==> config.mk <==
export PLATFORM = sky130hd
export DESIGN_NAME = sysid_reader
export DESIGN_NICKNAME = d
export VERILOG_FILES = /design/src/rtl/sysid_reader.sv
export SDC_FILE = /design/constraint.sdc
export NUM_CORES = 1
export LEC_CHECK = 0
export ABC_AREA = 0
export ABC_CLOCK_PERIOD_IN_PS = 4250
export CAP_MARGIN = 20
export CORE_MARGIN = 2
export CORE_UTILIZATION = 52
export DETAILED_ROUTE_END_ITERATION = 10
export PLACE_DENSITY = 0.94
export SYNTH_ARGS = -nofsm -noshare
export SYNTH_HDL_FRONTEND = slang
export SYNTH_SLANG_ARGS = --single-unit
==> constraint.sdc <==
create_clock -name clock -period 4.25 [get_ports clock]
set_clock_uncertainty 0.1 [all_clocks]
set_input_delay 0.425 -clock clock [delete_from_list [all_inputs] [get_ports clock]]
set_output_delay 0.425 -clock clock [all_outputs]
set_load 0.02 [all_outputs]
==> src/rtl/sysid_reader.sv <==
// System-ID reader: fetches the ID and build timestamp words over an Avalon-MM
// read port, compares them against the expected values and reports the result.
module sysid_reader #(
  parameter logic [31:0] EXPECTED_ID = 32'd12345678,
  parameter logic [31:0] EXPECTED_TS = 32'd1431969997,
  parameter int unsigned TIMEOUT     = 255
) (
  input  logic        clock,
  input  logic        reset_n,
  input  logic        start,
  output logic        address,
  output logic        read,
  input  logic        waitrequest,
  input  logic [31:0] readdata,
  output logic        busy,
  output logic        done,
  output logic [31:0] id_value,
  output logic [31:0] ts_value,
  output logic        id_ok,
  output logic        ts_ok,
  output logic        timed_out
);

  typedef enum logic [1:0] {
    ST_IDLE  = 2'd0,
    ST_RD_ID = 2'd1,
    ST_RD_TS = 2'd2,
    ST_FIN   = 2'd3
  } state_t;

  localparam logic [15:0] TIMEOUT_C = 16'(TIMEOUT);

  state_t      state_r;
  state_t      state_s;
  logic [15:0] stall_cnt_r;
  logic [15:0] stall_inc_s;
  logic        stall_hit_s;
  logic        read_s;
  logic        address_s;
  logic        busy_s;
  logic        done_s;
  logic [31:0] id_value_r;
  logic [31:0] ts_value_r;
  logic        id_ok_r;
  logic        ts_ok_r;
  logic        timed_out_r;

  // The stalled cycle that brings the counter up to TIMEOUT is the last one.
  assign stall_inc_s = stall_cnt_r + 16'd1;
  assign stall_hit_s = (stall_inc_s == TIMEOUT_C);

  // State register
  always_ff @(posedge clock or negedge reset_n) begin
    if (!reset_n) begin
      state_r <= ST_IDLE;
    end else begin
      state_r <= state_s;
    end
  end

  // Next-state logic
  always_comb begin
    state_s = state_r;
    case (state_r)
      ST_IDLE: begin
        if (start) begin
          state_s = ST_RD_ID;
        end else begin
          state_s = ST_IDLE;
        end
      end
      ST_RD_ID: begin
        if (!waitrequest) begin
          state_s = ST_RD_TS;
        end else if (stall_hit_s) begin
          state_s = ST_FIN;
        end else begin
          state_s = ST_RD_ID;
        end
      end
      ST_RD_TS: begin
        if (!waitrequest || stall_hit_s) begin
          state_s = ST_FIN;
        end else begin
          state_s = ST_RD_TS;
        end
      end
      ST_FIN: begin
        state_s = ST_IDLE;
      end
      default: begin
        state_s = ST_IDLE;
      end
    endcase
  end

  // Output decode straight from the state register, so reset drops read at once
  always_comb begin
    read_s    = 1'b0;
    address_s = 1'b0;
    busy_s    = 1'b0;
    done_s    = 1'b0;
    case (state_r)
      ST_RD_ID: begin
        read_s = 1'b1;
        busy_s = 1'b1;
      end
      ST_RD_TS: begin
        read_s    = 1'b1;
        address_s = 1'b1;
        busy_s    = 1'b1;
      end
      ST_FIN: begin
        done_s = 1'b1;
      end
      default: begin
        read_s = 1'b0;
      end
    endcase
  end

  // Capture registers and per-word stall counter
  always_ff @(posedge clock or negedge reset_n) begin
    if (!reset_n) begin
      stall_cnt_r <= 16'd0;
      id_value_r  <= 32'd0;
      ts_value_r  <= 32'd0;
      id_ok_r     <= 1'b0;
      ts_ok_r     <= 1'b0;
      timed_out_r <= 1'b0;
    end else begin
      case (state_r)
        ST_IDLE: begin
          if (start) begin
            stall_cnt_r <= 16'd0;
            id_ok_r     <= 1'b0;
            ts_ok_r     <= 1'b0;
            timed_out_r <= 1'b0;
          end
        end
        ST_RD_ID: begin
          if (!waitrequest) begin
            id_value_r  <= readdata;
            id_ok_r     <= (readdata == EXPECTED_ID);
            stall_cnt_r <= 16'd0;
          end else begin
            stall_cnt_r <= stall_inc_s;
            if (stall_hit_s) begin
              timed_out_r <= 1'b1;
            end
          end
        end
        ST_RD_TS: begin
          if (!waitrequest) begin
            ts_value_r <= readdata;
            ts_ok_r    <= (readdata == EXPECTED_TS);
          end else begin
            stall_cnt_r <= stall_inc_s;
            if (stall_hit_s) begin
              timed_out_r <= 1'b1;
            end
          end
        end
        default: begin
          stall_cnt_r <= stall_cnt_r;
        end
      endcase
    end
  end

  assign read      = read_s;
  assign address   = address_s;
  assign busy      = busy_s;
  assign done      = done_s;
  assign id_value  = id_value_r;
  assign ts_value  = ts_value_r;
  assign id_ok     = id_ok_r;
  assign ts_ok     = ts_ok_r;
  assign timed_out = timed_out_r;

endmodule

### After elaboration in Yosys (flattened, before gate mapping)

Index checks and enable logic that the tools add are counted.

| storage, ports and cells | value |
|---|---|
| bits of input ports | 36 |
| word-level logic and storage cells | 55 |
| output and inout bits | 71 |
| bits in registers | 85 |

| cells by class | value |
|---|---|
| add/sub/neg operators | 1 |
| muxes and demuxes | 20 |
| bitwise operators | 1 |
| equality and inequality tests | 12 |
| reduce and logical (&&, ||, !) cells | 14 |

Operators by type and width:

| cell | number |
|---|---|
| 16-bit two-way mux | 3 |
| 16-bit one-hot mux with 3 select lines | 1 |
| 32-bit by 24-bit equality test with 1-bit output (second input constant) | 1 |
| 32-bit by 31-bit equality test with 1-bit output (second input constant) | 1 |
| 16-bit by 1-bit adder with 16-bit output (second input constant) | 1 |
| 16-bit by 8-bit equality test with 1-bit output (second input constant) | 1 |
| 1-bit two-way mux | 10 |
| 3-bit AND reduction | 3 |
| 2-bit != test (second input constant) | 4 |
| 2-bit one-hot mux with 4 select lines | 1 |
| 1-bit one-hot mux with 2 select lines | 3 |
| 2-bit nonzero test | 3 |
| 2-bit equality test (second input constant) | 2 |
| 2-bit two-way mux | 2 |
| 2-bit by 1-bit != test with 1-bit output (second input constant) | 2 |
| 2-bit AND reduction | 2 |
| 4-bit AND reduction | 1 |
| 3-bit nonzero test | 1 |
| 2-bit by 1-bit equality test with 1-bit output (second input constant) | 1 |
| 2-bit logical NOT | 1 |
| 2-bit OR reduction | 1 |
| 1-bit logical NOT | 1 |
| 1-bit logical OR | 1 |
| 1-bit NOT | 1 |

### Depth between registers and ports, before layout

| depth | value |
|---|---|
| depth after elaboration | 5 |
| depth in mapped cells | 10 |
| mapped depth without buffers | 8 |

### Worst setup path before layout

No wires, ideal clock.

| path | value |
|---|---|
| path kind | reg2reg |
| from | reg state_r[0] |
| to | reg stall_cnt_r[10] |
| data required time | 4.055 ns |
| path slack | 2.141 ns |
| data arrival time | 1.914 ns |
| stages on the path, launching flop included | 10 |
| path buffers | 3 |
| path through | dfrtp_1 inv_1 ha_1 nor2b_1 clkbuf_1 nor3b_1 o211ai_1 buf_2 buf_2 o31ai_1 |

| on the way | value |
|---|---|
| longest elaborated chain between the ends | 3 |
| elaborated cells on any way between the ends | 8 |
| classes of those cells | 4 x eq/ne; 1 x mux; 3 x reduce/logical |

Ends and longest elaborated chain:

| item | line | source |
|---|---|---|
| start: declaration | 33 | `state_t state_r;` |
| start signal: assignment | 57 | `state_r <= state_s;` |
| 2-bit equality test (tied with other cells) | 132 | `case (state_r)` |
| 2-bit != test (no source line) or 3-bit nonzero test (tied branches) | - |  |
| 3-bit AND reduction (no source line) | - |  |
| end signal: assignment | 147 | `stall_cnt_r <= stall_inc_s;` |
| end signal: assignment | 158 | `stall_cnt_r <= stall_inc_s;` |
| end signal: assignment | 165 | `stall_cnt_r <= stall_cnt_r;` |
| end: declaration | 35 | `logic [15:0] stall_cnt_r;` |

Several ways; a longest one is shown, not always the timed one.
A chain may end at the register's enable or synchronous reset.

==> impl_metrics.tcl <==
set metrics [dict create \
    status "completed" \
    grt_pass1_wl_microns 18400 \
    crit_buf_inv 1 \
    required_ns 4.42 \
    layout_setup_ws_ns 1.62 \
    period_needed_ns 2.63 \
    gr-total-overflow 0 \
    cts_setup_buffers 0 \
    layout_commonest_cell "clkdlybuf4s50_1" \
    num_rows 31 \
    initial_core_util 0.539 \
    syn_inst 331 \
    clockBufferDepth 2 \
    place_ws_ns 1.59 \
    cpPeakStageDelay_ns 0.46 \
    synthArstFlopShare 1.00 \
    p_seq_frac 0.350 \
    via_per_inst 6.05 \
    cap_violations 0 \
    hold_path.class "primary input to async pin" \
    worst-path-max-fanout 8 \
    fin_setup_tns_ns 0 \
    rsz0062_at_grt "false" \
    wire_per_inst_microns 21.2 \
    die_area_sq_um 8280 \
    fp.dieW_microns 91.0 \
    nets 477 \
    worstSetupStartpointType "register" \
    power_density_nw_per_um2 738 \
    syn_nets 374 \
    diodes 0 \
    path_cells "inv_1 -> ha_1 -> nand4b_1 -> or4_1 -> nor4_1 -> o22a_1 -> o22ai_1 -> a31oi_1" \
    numCtsBuffers 9 \
    die_h_microns 91.0 \
    grt_start_max_net_pins 86 \
    finalHoldViolCount 0 \
    ir_drop_mv 0.592 \
    ys_types 47 \
    clock-sinks 85 \
    worstMarginPinSlew_ns 0.783 \
    grt_util_all_layers 0.284 \
    hold_buffers 0 \
    cts-htree-levels 3 \
    core_area_sq_um 7290 \
    num_io_pins 107 \
    drc 0 \
    period_share 0.618 \
    comb_power_share 0.490 \
    crit_family "simple AND/OR/NAND/NOR gates" \
    cts_resized 0 \
    fmax_mhz 381 \
    intPower_uw 2420 \
    endpoint_kind "register" \
    cts-root-buf "clkbuf_8" \
    slowest_stage "or4_1" \
    synth_area_sq_um 3930 \
    p_sw_uw 1490 \
    hold_slack_ns 0.348 \
    insertion_delay_ns 0.35 \
    area_growth_pct 34.9 \
    num_vias 3247 \
    drtPass1Iterations 5 \
    drive_above_1_share 0.199 \
    setup.worst_path.class "register to register" \
    routed_wl_microns 11400 \
    final_cell_mix "clkdlybuf4s50_1 (105), dfrtp_1 (85), mux2_2 (63), nand2_1 (20), nor2_1 (20)" \
    p_leak_uw 0.00219 \
    final_antenna_net_count 0 \
    ys_warn_count 0 \
    cts_tree "built" \
    final_core_util 0.728 \
    syn_avg_cell_area_sq_um 11.9 \
    antenna_found_initial 0 \
    switching_share 0.382 \
    grt_pass1_vias 3448 \
    maxSlewHeadroom 0.478 \
    ys_seq_elements 85 \
    synth_top_flop_cell "dfrtp_1" \
    ys_seq_area_frac 0.541 \
    setup_viol 0 \
    slew_viol_final 0 \
    cp.arrival_ns 2.80 \
    path_clk_slew_ns 0.09 \
    gp_congestion 0.869 \
    synth-edff-count 0 \
    place.port_buffers 106 \
    place_hpwl_microns 7250 \
    drt_iter0_drc 204 \
    clkPwrFrac 0.161 \
]
[cell usage after synthesis, drive strengths merged, types with 2 or more instances]
| cell | count | area, sq um |
|---|---|---|
| clkbuf | 9 | 33.8 |
| or4 | 3 | 22.5 |
| nor3b | 2 | 15.0 |
| and4 | 2 | 17.5 |
| nand4b | 2 | 17.5 |
| o41ai | 5 | 43.8 |
| nand3 | 13 | 65.1 |
| nor2 | 20 | 75.1 |
| o21ai | 18 | 90.1 |
| nor2b | 2 | 12.5 |
| o211ai | 2 | 15.0 |
| dfrtp | 85 | 2130 |
| nand4 | 9 | 71.3 |
| nand2 | 20 | 75.1 |
| a211oi | 2 | 20.0 |
| nor4 | 5 | 52.6 |
| buf | 10 | 48.8 |
| inv | 7 | 26.3 |
| o31ai | 6 | 45.0 |
| or3 | 3 | 18.8 |
| nand2b | 4 | 25.0 |
| a31oi | 4 | 25.0 |
| nor3 | 4 | 20.0 |
| mux2 | 64 | 721 |
| ha | 7 | 87.6 |
| a21oi | 9 | 45.0 |
[logic make-up (layout without fill, tap and decap cells)]
group / count (synthesis) / after routing / synth area share
flip-flops: 85 / 85 / 0.541
AND/OR/NAND/NOR: 94 / 94 / 0.135
adder cells (fa/ha/maj): 7 / 7 / 0.0223
AO/OA/AOI/OAI: 52 / 52 / 0.0846
buffers and inverters: 26 / 133 / 0.0277
XOR/XNOR: 2 / 2 / 0.00445
multiplexers: 65 / 65 / 0.186
[routing by layer]
layer,vias to the layer above,track usage,part of all wire
li1,1426,-,-
met1,1631,0.331,0.39
met2,163,0.486,0.50
met3,27,0.0988,0.081
met4,0,0.0997,0.026
met5,-,0,0
[through the flow]
step                power [uW]  std cells  area, sq um
floorplan                 2300        331         3930
global placement          3140        520         5060
detailed placement        3230        520         5060
CTS                       3900        535         5270
global route              4070        537         5310
finish                    3920        537         5310
[power by group through the flow]
stage | clock, uW | combinational [uW] | sequential (uW)
2_1_floorplan | 0 | 583 | 1720
3_3_place_gp | 0 | 1810 | 1330
3_5_place_dp | 0 | 1870 | 1360
4_1_cts | 634 | 1910 | 1360
5_1_grt | 677 | 2000 | 1400
6_report | 629 | 1920 | 1370
[flip-flops by register name, indices dropped and copies added (netlist names), named ones only]
| register | flops |
|---|---|
| timed_out | 1 |
| id_ok | 1 |
| state_r | 1 |
| ts_value | 32 |
| stall_cnt_r | 16 |
| ts_ok | 1 |
| id_value | 32 |
[final cells by class]
type                    count  area, sq um
multi-input cells         220         1700
fillers                   459         1990
inverters                   7         26.3
well taps                  99          124
clock inverters             6         88.8
repair buffers            111         1120
flip-flops and latches     85         2130
clock buffers               9          124
[path summary, 6_finish.rpt]
check	end	slack, ns	depth (start not counted)
max	id_ok	1.62	8
min	ts_value[4]	0.35	2
max reg2reg	id_ok	1.62	8
min reg2reg	ts_value[18]	0.41	1
max in group asynchronous	stall_cnt_r[11]	3.10	3
min in group clock	ts_value[18]	0.41	1
No activity file was read; power rests on OpenSTA's default activity.
